$ cat src/rtl/uart_cmd_pkg.sv
// Shared types and constants for the UART command-frame controller.
package uart_cmd_pkg;

  typedef enum logic [2:0] {IDLE, ADDR, DH, DL, CHK, WRITE} state_t;

  localparam logic [1:0] ERR_CHK = 2'd1;
  localparam logic [1:0] ERR_TMO = 2'd2;
  localparam logic [7:0] DEF_HDR = 8'h55;

endpackage

$ cat src/rtl/uart_cmd_tmo.sv
// Inter-byte timeout counter: counts while run is high and fires once it has
// seen TIMEOUT_CYC-1 idle cycles since the last clear.
module uart_cmd_tmo #(
  parameter int TIMEOUT_CYC = 25000
) (
  input  logic clk,
  input  logic rst_n,
  input  logic clr,
  input  logic run,
  output logic expire
);

  localparam int CW = $clog2(TIMEOUT_CYC);
  localparam logic [CW-1:0] LAST = CW'(TIMEOUT_CYC - 1);

  logic [CW-1:0] cnt;

  // Held at zero outside the frame-body states so each frame starts fresh.
  always_ff @(posedge clk or negedge rst_n) begin
    if (!rst_n)
      cnt <= '0;
    else if (clr || !run)
      cnt <= '0;
    else
      cnt <= cnt + CW'(1);
  end

  // A byte arriving on the expiry cycle wins, hence the ~clr term.
  assign expire = run && !clr && (cnt == LAST);

endmodule

$ cat src/rtl/uart_cmd_ctrl.sv
// Assembles 5-byte write frames (HDR, ADDR, DH, DL, CHK) from the UART byte
// receiver and issues each good frame as one 16-bit register write.
module uart_cmd_ctrl
  import uart_cmd_pkg::*;
#(
  parameter logic [7:0] HDR         = DEF_HDR,
  parameter int         TIMEOUT_CYC = 25000
) (
  input  logic        clk,
  input  logic        rst_n,
  input  logic [7:0]  rx_data,
  input  logic        rx_done,
  output logic        wr_valid,
  input  logic        wr_ready,
  output logic [7:0]  wr_addr,
  output logic [15:0] wr_data,
  output logic        frame_ok,
  output logic        frame_err,
  output logic [1:0]  err_code,
  output logic        busy,
  output logic [7:0]  ovr_cnt
);

  state_t     state;
  logic       rx_done_d;
  logic       byte_stb;
  logic       run;
  logic       expire;
  logic [7:0] sum;

  // rx_done_d resets high so a level already present at reset release is ignored.
  assign byte_stb = rx_done & ~rx_done_d;
  assign run      = (state == ADDR) || (state == DH) || (state == DL) || (state == CHK);

  uart_cmd_tmo #(
    .TIMEOUT_CYC(TIMEOUT_CYC)
  ) u_tmo (
    .clk    (clk),
    .rst_n  (rst_n),
    .clr    (byte_stb),
    .run    (run),
    .expire (expire)
  );

  always_ff @(posedge clk or negedge rst_n) begin
    if (!rst_n) begin
      state     <= IDLE;
      rx_done_d <= 1'b1;
      wr_valid  <= 1'b0;
      wr_addr   <= '0;
      wr_data   <= '0;
      frame_ok  <= 1'b0;
      frame_err <= 1'b0;
      err_code  <= '0;
      busy      <= 1'b0;
      ovr_cnt   <= '0;
      sum       <= '0;
    end else begin
      rx_done_d <= rx_done;
      frame_ok  <= 1'b0;
      frame_err <= 1'b0;
      case (state)
        IDLE: begin
          if (byte_stb && rx_data == HDR) begin
            state <= ADDR;
            busy  <= 1'b1;
          end
        end
        ADDR, DH, DL, CHK: begin
          if (byte_stb) begin
            case (state)
              ADDR: begin
                wr_addr <= rx_data;
                sum     <= rx_data;
                state   <= DH;
              end
              DH: begin
                wr_data[15:8] <= rx_data;
                sum           <= sum + rx_data;
                state         <= DL;
              end
              DL: begin
                wr_data[7:0] <= rx_data;
                sum          <= sum + rx_data;
                state        <= CHK;
              end
              default: begin
                if (rx_data == sum) begin
                  wr_valid <= 1'b1;
                  state    <= WRITE;
                end else begin
                  frame_err <= 1'b1;
                  err_code  <= ERR_CHK;
                  busy      <= 1'b0;
                  state     <= IDLE;
                end
              end
            endcase
          end else if (expire) begin
            frame_err <= 1'b1;
            err_code  <= ERR_TMO;
            busy      <= 1'b0;
            state     <= IDLE;
          end
        end
        WRITE: begin
          // Bytes landing here are lost; only the count is kept for status.
          if (byte_stb && ovr_cnt != 8'hFF)
            ovr_cnt <= ovr_cnt + 8'd1;
          if (wr_ready) begin
            wr_valid <= 1'b0;
            frame_ok <= 1'b1;
            busy     <= 1'b0;
            state    <= IDLE;
          end
        end
        default: begin
          state    <= IDLE;
          wr_valid <= 1'b0;
          busy     <= 1'b0;
        end
      endcase
    end
  end

endmodule

$ cat config.mk
export PLATFORM = sky130hd
export DESIGN_NAME = uart_cmd_ctrl
export DESIGN_NICKNAME = d
export VERILOG_FILES = /design/src/rtl/uart_cmd_pkg.sv /design/src/rtl/uart_cmd_tmo.sv /design/src/rtl/uart_cmd_ctrl.sv
export SDC_FILE = /design/constraint.sdc
export NUM_CORES = 1
export LEC_CHECK = 0
export BUFFER_PORTS_ARGS = -buffer_cell sky130_fd_sc_hd__buf_2
export CAP_MARGIN = 20
export CORE_MARGIN = 1.5
export CORE_UTILIZATION = 50
export CTS_BUF_LIST = sky130_fd_sc_hd__clkbuf_8
export CTS_CLUSTER_SIZE = 25
export DETAILED_ROUTE_END_ITERATION = 6
export PLACE_DENSITY_LB_ADDON = 0.3
export SLEW_MARGIN = 5
export SYNTH_ARGS = -nofsm -noshare
export SYNTH_HDL_FRONTEND = slang
export SYNTH_SLANG_ARGS = --single-unit
$ cat constraint.sdc
create_clock -name clk -period 2.7 [get_ports clk]
set_clock_uncertainty 0.15 [all_clocks]
set_input_delay 0.675 -clock clk [delete_from_list [all_inputs] [get_ports clk]]
set_output_delay 0.675 -clock clk [all_outputs]
set_load 0.1 [all_outputs]
# == Word level (Yosys, flattened, before mapping) ==
# Cells that the tools add are included.
# word_totals
regBits,65
latchBits,0
ramBits,0
mem_bits_ro,0
inputBits,12
out_inout_bits,38
wordCells,94
memories,0
# op_classes
add_sub_neg,3
n_mul,0
div_mod_pow,0
n_lt_le_gt_ge,0
eq_ne,19
shifts,0
mux,31
n_bitwise,3
n_reduce_logical,25
# ops
op,count
$pmux W3 S3,2
$mux W1,16
$pmux W8 S2,1
$add A15 B1 Y15 const B,1
$eq A15 B15 Y1 const B,1
$mux W15,1
$mux W3,5
$reduce_and A3 Y1,5
$ne A2 B2 Y1 const B,7
$reduce_and A5 Y1,2
$ne A3 B3 Y1 const B,3
$add A8 B1 Y8 const B,1
$add A8 B8 Y8,1
$eq A8 B7 Y1 const B,1
$eq A8 B8 Y1,1
$mux W2,4
$ne A8 B8 Y1 const B,1
$eq A3 B2 Y1 const B,2
$eq A3 B3 Y1 const B,2
$pmux W1 S3,2
$logic_and A1 B1 Y1,4
$logic_or A1 B1 Y1,4
$reduce_and A4 Y1,1
$reduce_bool A2 Y1,2
9 further kinds,11

# == Logic depth before layout (Yosys ltp) ==
# Gate-level depths: netlist of run 1.
# logic_depth
ltp_word,9
mapped_depth,9
mapped_depth_nobuf,9

# == Modules after synthesis ==
# From an unflattened synthesis of run 1, not the netlist that was laid out.
# unflattened
hier_cells,315
area_unflattened_um2,3390.8
# modules_own_cells
module,instances,cells_per_inst,area_each_um2,seq_area_each_um2
uart_cmd_ctrl,1,233,2595.0,1252.5
uart_cmd_tmo,1,82,795.8,375.4

# == Worst setup path after synthesis of run 1 ==
# No wires, ideal clock.
# synth_timing
path_kind,register to register
startpoint,register ovr_cnt[0]
endpoint,register ovr_cnt[7]
setup_ns,0.160
t_arrival_ns,2.265
required_time_ns,2.390
setup_slack_ns,0.125
path_stages_with_launch,7
path_buffers,0
synth_period_minus_slack_ns,2.575
path_cell_list,dfrtp_1 -> ha_1 -> and3_4 -> a311oi_4 -> and4_4 -> nand3_1 -> xnor2_1
# synth_between
elab_chain_cells,3
elab_cells_between_ends,4
classes_between,add/sub: 1; eq/ne: 1; reduce/logical: 2
# synth_lines
element,line_no,rtl
start: declaration,uart_cmd_ctrl.sv:21,output logic [7:0] ovr_cnt
start signal: assignment,uart_cmd_ctrl.sv:109,ovr_cnt <= ovr_cnt + 8'd1;
branches (longest 3 deep; another with $add A8 B1 Y8),--,
# Several ways; the timed one is not identified.
# A chain may end at the register's enable or synchronous reset.

# == Worst setup path in the final report of run 1 ==
# layout_timing
startpoint,input port rx_data[0]
endpoint,register sum[6]
# layout_between
elab_chain_cells,2
# layout_lines
element,line_no,rtl
start: declaration,uart_cmd_ctrl.sv:11,"input logic [7:0] rx_data,"
$add A8 B8 Y8,"uart_cmd_ctrl.sv:79, uart_cmd_ctrl.sv:84",
$pmux W8 S2,uart_cmd_ctrl.sv:71,case (state)
end signal: assignment,uart_cmd_ctrl.sv:74,sum <= rx_data;
end signal: assignment,uart_cmd_ctrl.sv:79,sum <= sum + rx_data;
end signal: assignment,uart_cmd_ctrl.sv:84,sum <= sum + rx_data;
end: declaration,uart_cmd_ctrl.sv:29,logic [7:0] sum;
# No other way between the ends.

==> results of run 1 <==
-- state kept, by name, summed over array words and instances (netlist names) --
name       count
sum            8
u_tmo.cnt     15
wr_addr        8
wr_data       16
state          3
wr_valid       1
err_code       2
ovr_cnt        8
busy           1
frame_err      1
rx_done_d      1
frame_ok       1
-- stage by stage --
stage / hold WS (ps) / worst slack (ps) / instance area, um^2
5_1_grt: 232 / 331 / 3730
2_1_floorplan: 229 / 125 / 3180
3_5_place_dp: 294 / 150 / 3540
4_1_cts: 207 / 483 / 3730
3_3_place_gp: 287 / 172 / 3540
6_report: 189 / 472 / 3730
-- metal layers --
layer | GRT usage | up-vias | wire, um
li1 | - | 1202 | -
met1 | 0.301 | 1156 | 3140
met2 | 0.311 | 52 | 2860
met3 | 0.0361 | 14 | 307
met4 | 0.0983 | 0 | 114
met5 | 0 | - | 0
-- cells by family (layout without fill, tap and decap cells) --
logic type / count (synthesis) / in the layout / synth area share
AOI/OAI and AO/OA: 52 / 52 / 0.103
DFF: 65 / 65 / 0.511
and+or+nand+nor: 132 / 132 / 0.205
xor gates and xnor gates: 22 / 22 / 0.0605
adders and majority gates: 10 / 10 / 0.0417
muxes: 16 / 16 / 0.0562
buffers and inverters: 17 / 78 / 0.0220
-- layout make-up --
class,count,share of cell area
clock buffer,11,0.0405
clock inverter,5,0.0127
inverter,7,0.00704
multi-input combinational,232,0.398
sequential,65,0.436
tap,75,0.0251
timing repair buffer,55,0.0811
-- placed cells by master, fill, tap and decap left out, types with 2 or more instances in the layout --
cell | netlist | layout
a21o_1 | 3 | 3
xor2_1 | 13 | 13
nor2b_1 | 3 | 3
xnor2_1 | 9 | 9
dfrtp_1 | 64 | 64
nor3_1 | 3 | 3
o21ai_0 | 23 | 23
or2_2 | 2 | 2
inv_1 | 7 | 9
and2_1 | 2 | 2
mux2_2 | 15 | 15
nand3_1 | 12 | 12
a31oi_1 | 3 | 3
nor2_1 | 28 | 28
nand2b_1 | 2 | 2
buf_2 | 2 | 49
a32o_1 | 2 | 2
nand4_1 | 6 | 6
o21a_1 | 3 | 3
and3_1 | 5 | 5
ha_1 | 9 | 9
or3_1 | 2 | 2
clkbuf_8 | 0 | 11
clkinv_2 | 0 | 2
nor4_1 | 3 | 3
nand2_1 | 51 | 51
buf_4 | 1 | 5
a21oi_1 | 10 | 10
nor3b_1 | 2 | 2
-- worst paths after layout --
check                      slack, ps                endpoint              startpoint
setup / recovery                 470      sum[6]$_DFFE_PN0P_              rx_data[0]
setup reg to reg                 550      sum[6]$_DFFE_PN0P_      sum[0]$_DFFE_PN0P_
max in group asynchronous       1890     rx_done_d$_DFF_PN1_                   rst_n
hold reg to reg                  300  u_tmo.cnt[0]$_DFF_PN0_  u_tmo.cnt[0]$_DFF_PN0_
hold / removal                   190  u_tmo.cnt[8]$_DFF_PN0_                   rst_n
min in group clk                 300  u_tmo.cnt[0]$_DFF_PN0_  u_tmo.cnt[0]$_DFF_PN0_
-- worst max-delay path, stage by stage --
cell and delay (ps):
buf_2 100, ha_1 160, inv_1 50, fa_1 400, nand2b_1 170, a21oi_1 170, o21a_1 160, nor3_1 50
o311ai_1 260, o21a_1 160
-- power by group through the flow --
stage | registers, uW | clock network [uW] | logic (uW)
final | 1010 | 820 | 263
after global routing | 1020 | 880 | 287
after CTS | 1010 | 831 | 265
after detailed placement | 1030 | 0 | 264
after global placement | 1030 | 0 | 260
after floorplan | 1120 | 0 | 95.8
==> impl_metrics.toml, run 1 <==
[setup_path]
rr_worst_depth = 9
critPathLaunchType = "primary input"
worstPathRequired_ps = 2820
cp-end-kind = "register"
crit_arrival_ps = 2350
cp_max_fo = 3
crit_type = "in -> reg"

[logic_synthesis]
synth.most_common_cell = "dfrtp_1"
yosys.cell_types.count = 50
async_flop_share = 1.00
ys.flop_type = "dfrtp_1"
ys_seq_area_frac = 0.511
synth_largest_area_cell = "dfrtp_1"
synth_top_area_frac = 0.503
syn_nets = 336
synthTopCellsByCount = "64 x dfrtp_1, 51 x nand2_1, 28 x nor2_1"
synth_edf_count = 0
ys_top_cells_by_area = "dfrtp_1 50%, nand2_1 6.0%, mux2_2 5.3%, o21ai_0 3.6%, xor2_1 3.6%"
synth-seq-cells = 65
synth_area_um2 = 3180
synthesis.instances = 314
synth_area_per_cell_um2 = 10.1
ys_warn_count = 0

[detailed_routing]
drc = 0
post_drt_via_cell_ratio = 5.39
vias = 2424
ant_nets = 0
drt_first_iter_violations = 141
routed_wl_mm = 6.42
wl_per_cell_um = 14.3
drt-pass1-iter-count = 4

[timing]
slew_viol_final = 0
finalCritPeriodShare = 0.825
grt_setup_unrepaired = "no"
fmax_mhz = 449
hold_violations = 0
worstMarginPinSlew_ps = 551
setup_tns_ps = 0
max_slew_margin = 0.631
setup_viol = 0
period_needed_ps = 2230

[clock_network]
postCtsSetupBuffers = 0
cts_buffer_depth = 2
numClockSinks = 65
cts_tree = "done"
cts-root-buf = "clkbuf_8"
clock_latency_ps = 340
cts_buffers = 9
htree_num_levels = 3
post_cts_resized = 0
clk_pin_slew_ps = 70
ctsHoldBuffers = 0

[power]
p_comb_frac = 0.125
leakage_uw = 0.00190
p_switching_uw = 559
ir_drop_mv = 0.412
swShare = 0.267
clockPowerShare = 0.391
power_density_nw_per_um2 = 561
seqPwrFrac = 0.484
internal_power_uw = 1540
power_uw = 2100

[min_path]
hold_path_class = "in -> async"

[layout]
n_fill_cell = 521
final_core_util = 0.620
multi_input_area_um2 = 1490
fin_nets = 392
final_cells = 450
diodes = 0
area_delta_synth_final_pct = 17.3
drive_above_1_share = 0.253
final-seq-area_um2 = 1630

[floorplanning]
ios = 50
chipWidth_um = 82.8
fp-row-count = 28
die_h_um = 82.8
core_area_um2 = 6030
dieArea_um2 = 6850
start_util = 0.528

[place]
globalplace.congestion = 0.897
placed_cells = 434
post-dp-hpwl_mm = 4.51
io_buffers = 49

[outcome]
outcome = "finished, final reports clean"

[grt]
gr-total-overflow = 0
groute.usage.overall = 0.210
antenna_found_initial = 0
grt_pass1_vias = 2314
grt_first_pass_wirelength_mm = 10.8
grt_max_degree = 66

[flow_run]
drv_cap = 0
No activity file was read; power rests on OpenSTA's default activity.
==> run 2: changes to the inputs <==
==> constraint.sdc (replaced) <==
create_clock -name clk -period 2.2 [get_ports clk]
set_clock_uncertainty 0.15 [all_clocks]
set_input_delay 0.55 -clock clk [delete_from_list [all_inputs] [get_ports clk]]
set_output_delay 0.55 -clock clk [all_outputs]
set_load 0.1 [all_outputs]
==> run 2 against run 1 <==
Compared with the run above: via count increased by 4.2%; flip-flop and latch count unchanged; worst hold slack got worse by 2.1 ps.
==> impl_metrics.toml, run 2 (synthesis gave the netlist of run 1 again) <==
[layout]
reg_top3 = "wr_data: 16 flops, u_tmo.cnt: 15 flops"
drive_above_1_share = 0.322
fin_nets = 412
largest_reg_flops = 16
final_common_cell = "dfrtp_1"
final_cell_mix = "58 x dfrtp_1, 51 x nand2_1, 49 x buf_2"
max_flop_register = "wr_data"
diodes = 0
final_cells = 470
area_delta_synth_final_pct = 25.0

[min_path]
hold-path-cell-count = 1
hold_path.startpoint = "rx_done"
worstHoldEndpoint = "rx_done_d$_DFF_PN1_"
hold_path_class = "in -> reg"

[clock_network]
clock_latency_ps = 340
cts_buffer_depth = 2
clk_pin_slew_ps = 70
cts_buffers = 9
postCtsSetupBuffers = 0
cts-root-buf = "clkbuf_8"
numClockSinks = 65
htree_num_levels = 3
cts_tree = "done"

[setup_path]
crit_path_top_delay_cell = "fa_1"
crit_arrival_ps = 2210
worst_r2r_endpoint = "sum[6]$_DFFE_PN0P_"
cp_max_fo = 2
r2r-start = "sum[0]$_DFFE_PN0P_"
cp_cell_sequence = "ha_1, inv_1, fa_1, nand2b_4, a21oi_2, o21a_1, nor3_1, o311ai_1, o21a_1"
critical-path-top-delay-family = "compound AO/OA/AOI/OAI gates"
rr_worst_depth = 9
crit_path_start = "sum[0]$_DFFE_PN0P_"
worstPathRequired_ps = 2330
cp-end-kind = "register"
reg2reg_slack_ps = 120
cpMostUsedCell = "o21a_1"
crit_type = "reg -> reg"
critPathLaunchType = "register"
worst-path-buf-inv = 1
max_stage_delay_ps = 390

[detailed_routing]
drt-pass1-iter-count = 4
routed_wl_mm = 6.97
wl_per_cell_um = 14.8
post_drt_via_cell_ratio = 5.38
vias = 2527
drt_first_iter_violations = 195
ant_nets = 0
drc = 0

[floorplanning]
core_area_um2 = 6030
fp-row-count = 28
die_h_um = 82.8
chipWidth_um = 82.8
ios = 50
dieArea_um2 = 6850
start_util = 0.528

[grt]
grt_first_pass_wirelength_mm = 11.6
grt_pass1_vias = 2414
groute.usage.overall = 0.230
gr-total-overflow = 0
grt_max_degree = 43
antenna_found_initial = 0

[timing]
slew_viol_final = 0
max_slew_margin = 0.641
finalCritPeriodShare = 0.946
worstMarginPinSlew_ps = 538
grt_setup_unrepaired = "yes"
setup_tns_ps = 0
setup_viol = 0
fmax_mhz = 480
period_needed_ps = 2080
hold_violations = 0

[power]
p_switching_uw = 716
p_comb_frac = 0.127
internal_power_uw = 2120
power_density_nw_per_um2 = 711
power_uw = 2830
ir_drop_mv = 0.539
clockPowerShare = 0.433
leakage_uw = 0.00200
seqPwrFrac = 0.440
swShare = 0.253

[flow_run]
drv_cap = 0

[place]
placed_cells = 453
globalplace.congestion = 0.878
io_buffers = 49
post-dp-hpwl_mm = 5.06

[outcome]
outcome = "finished, final reports clean"
## run 2: final cells by class
type / instances / area, um^2
tap: 75 / 93.8
clock buffer: 10 / 138
fill: 509 / 2050
sequential: 65 / 1650
inverter: 7 / 26.3
clock inverter: 6 / 106
multi-input combinational: 232 / 1530
timing repair buffer: 75 / 443
## run 2: timing repair
action,4_1_cts,5_1_grt
hold endpoints to repair,1,0
resized for setup,0,1
hold buffers,1,0
setup endpoints to repair,0,2
## run 2: power groups by stage
stage / clock (uW) / sequential, uW / combinational (uW)
after global routing: 1310 / 1250 / 391
after global placement: 0 / 1270 / 351
after CTS: 1250 / 1250 / 361
after floorplan: 0 / 1380 / 123
after detailed placement: 0 / 1270 / 357
final: 1230 / 1250 / 359
## run 2: metrics by stage
stage	worst slack, ps	cell area (um^2)	util	hold WS (ps)
2_1_floorplan	-6.33	3240	-	104
3_3_place_gp	-128	3720	0.617	189
3_5_place_dp	-199	3720	0.617	194
4_1_cts	102	3970	0.659	177
5_1_grt	-18.2	3980	0.661	162
6_report	119	3980	0.661	187
## run 2: routing by layer
layer  GRT usage  wire, um  vias to the layer above
met5           0         0                        -
met4      0.0933        97                        0
met3      0.0492       382                       11
met2       0.344      3230                       76
met1       0.324      3260                     1198
li1            -         -                     1242
## run 2: worst reg2reg max path, stage by stage, from the launching register on
cell	delay (ps)
dfrtp_1	360
ha_1	170
inv_1	60
fa_1	390
nand2b_4	160
a21oi_2	160
o21a_1	150
nor3_1	50
o311ai_1	220
o21a_1	160
## run 2: worst max-delay path by stage
stage | end | slack [ps] | cells after the start
3_5_place_dp | sum[6]$_DFFE_PN0P_ | -200 | 10
2_1_floorplan | ovr_cnt[7]$_DFFE_PN0P_ | -6 | 6
3_3_place_gp | sum[6]$_DFFE_PN0P_ | -130 | 10
5_1_grt | sum[6]$_DFFE_PN0P_ | -20 | 9
6_report | sum[6]$_DFFE_PN0P_ | 120 | 9
4_1_cts | sum[6]$_DFFE_PN0P_ | 100 | 9
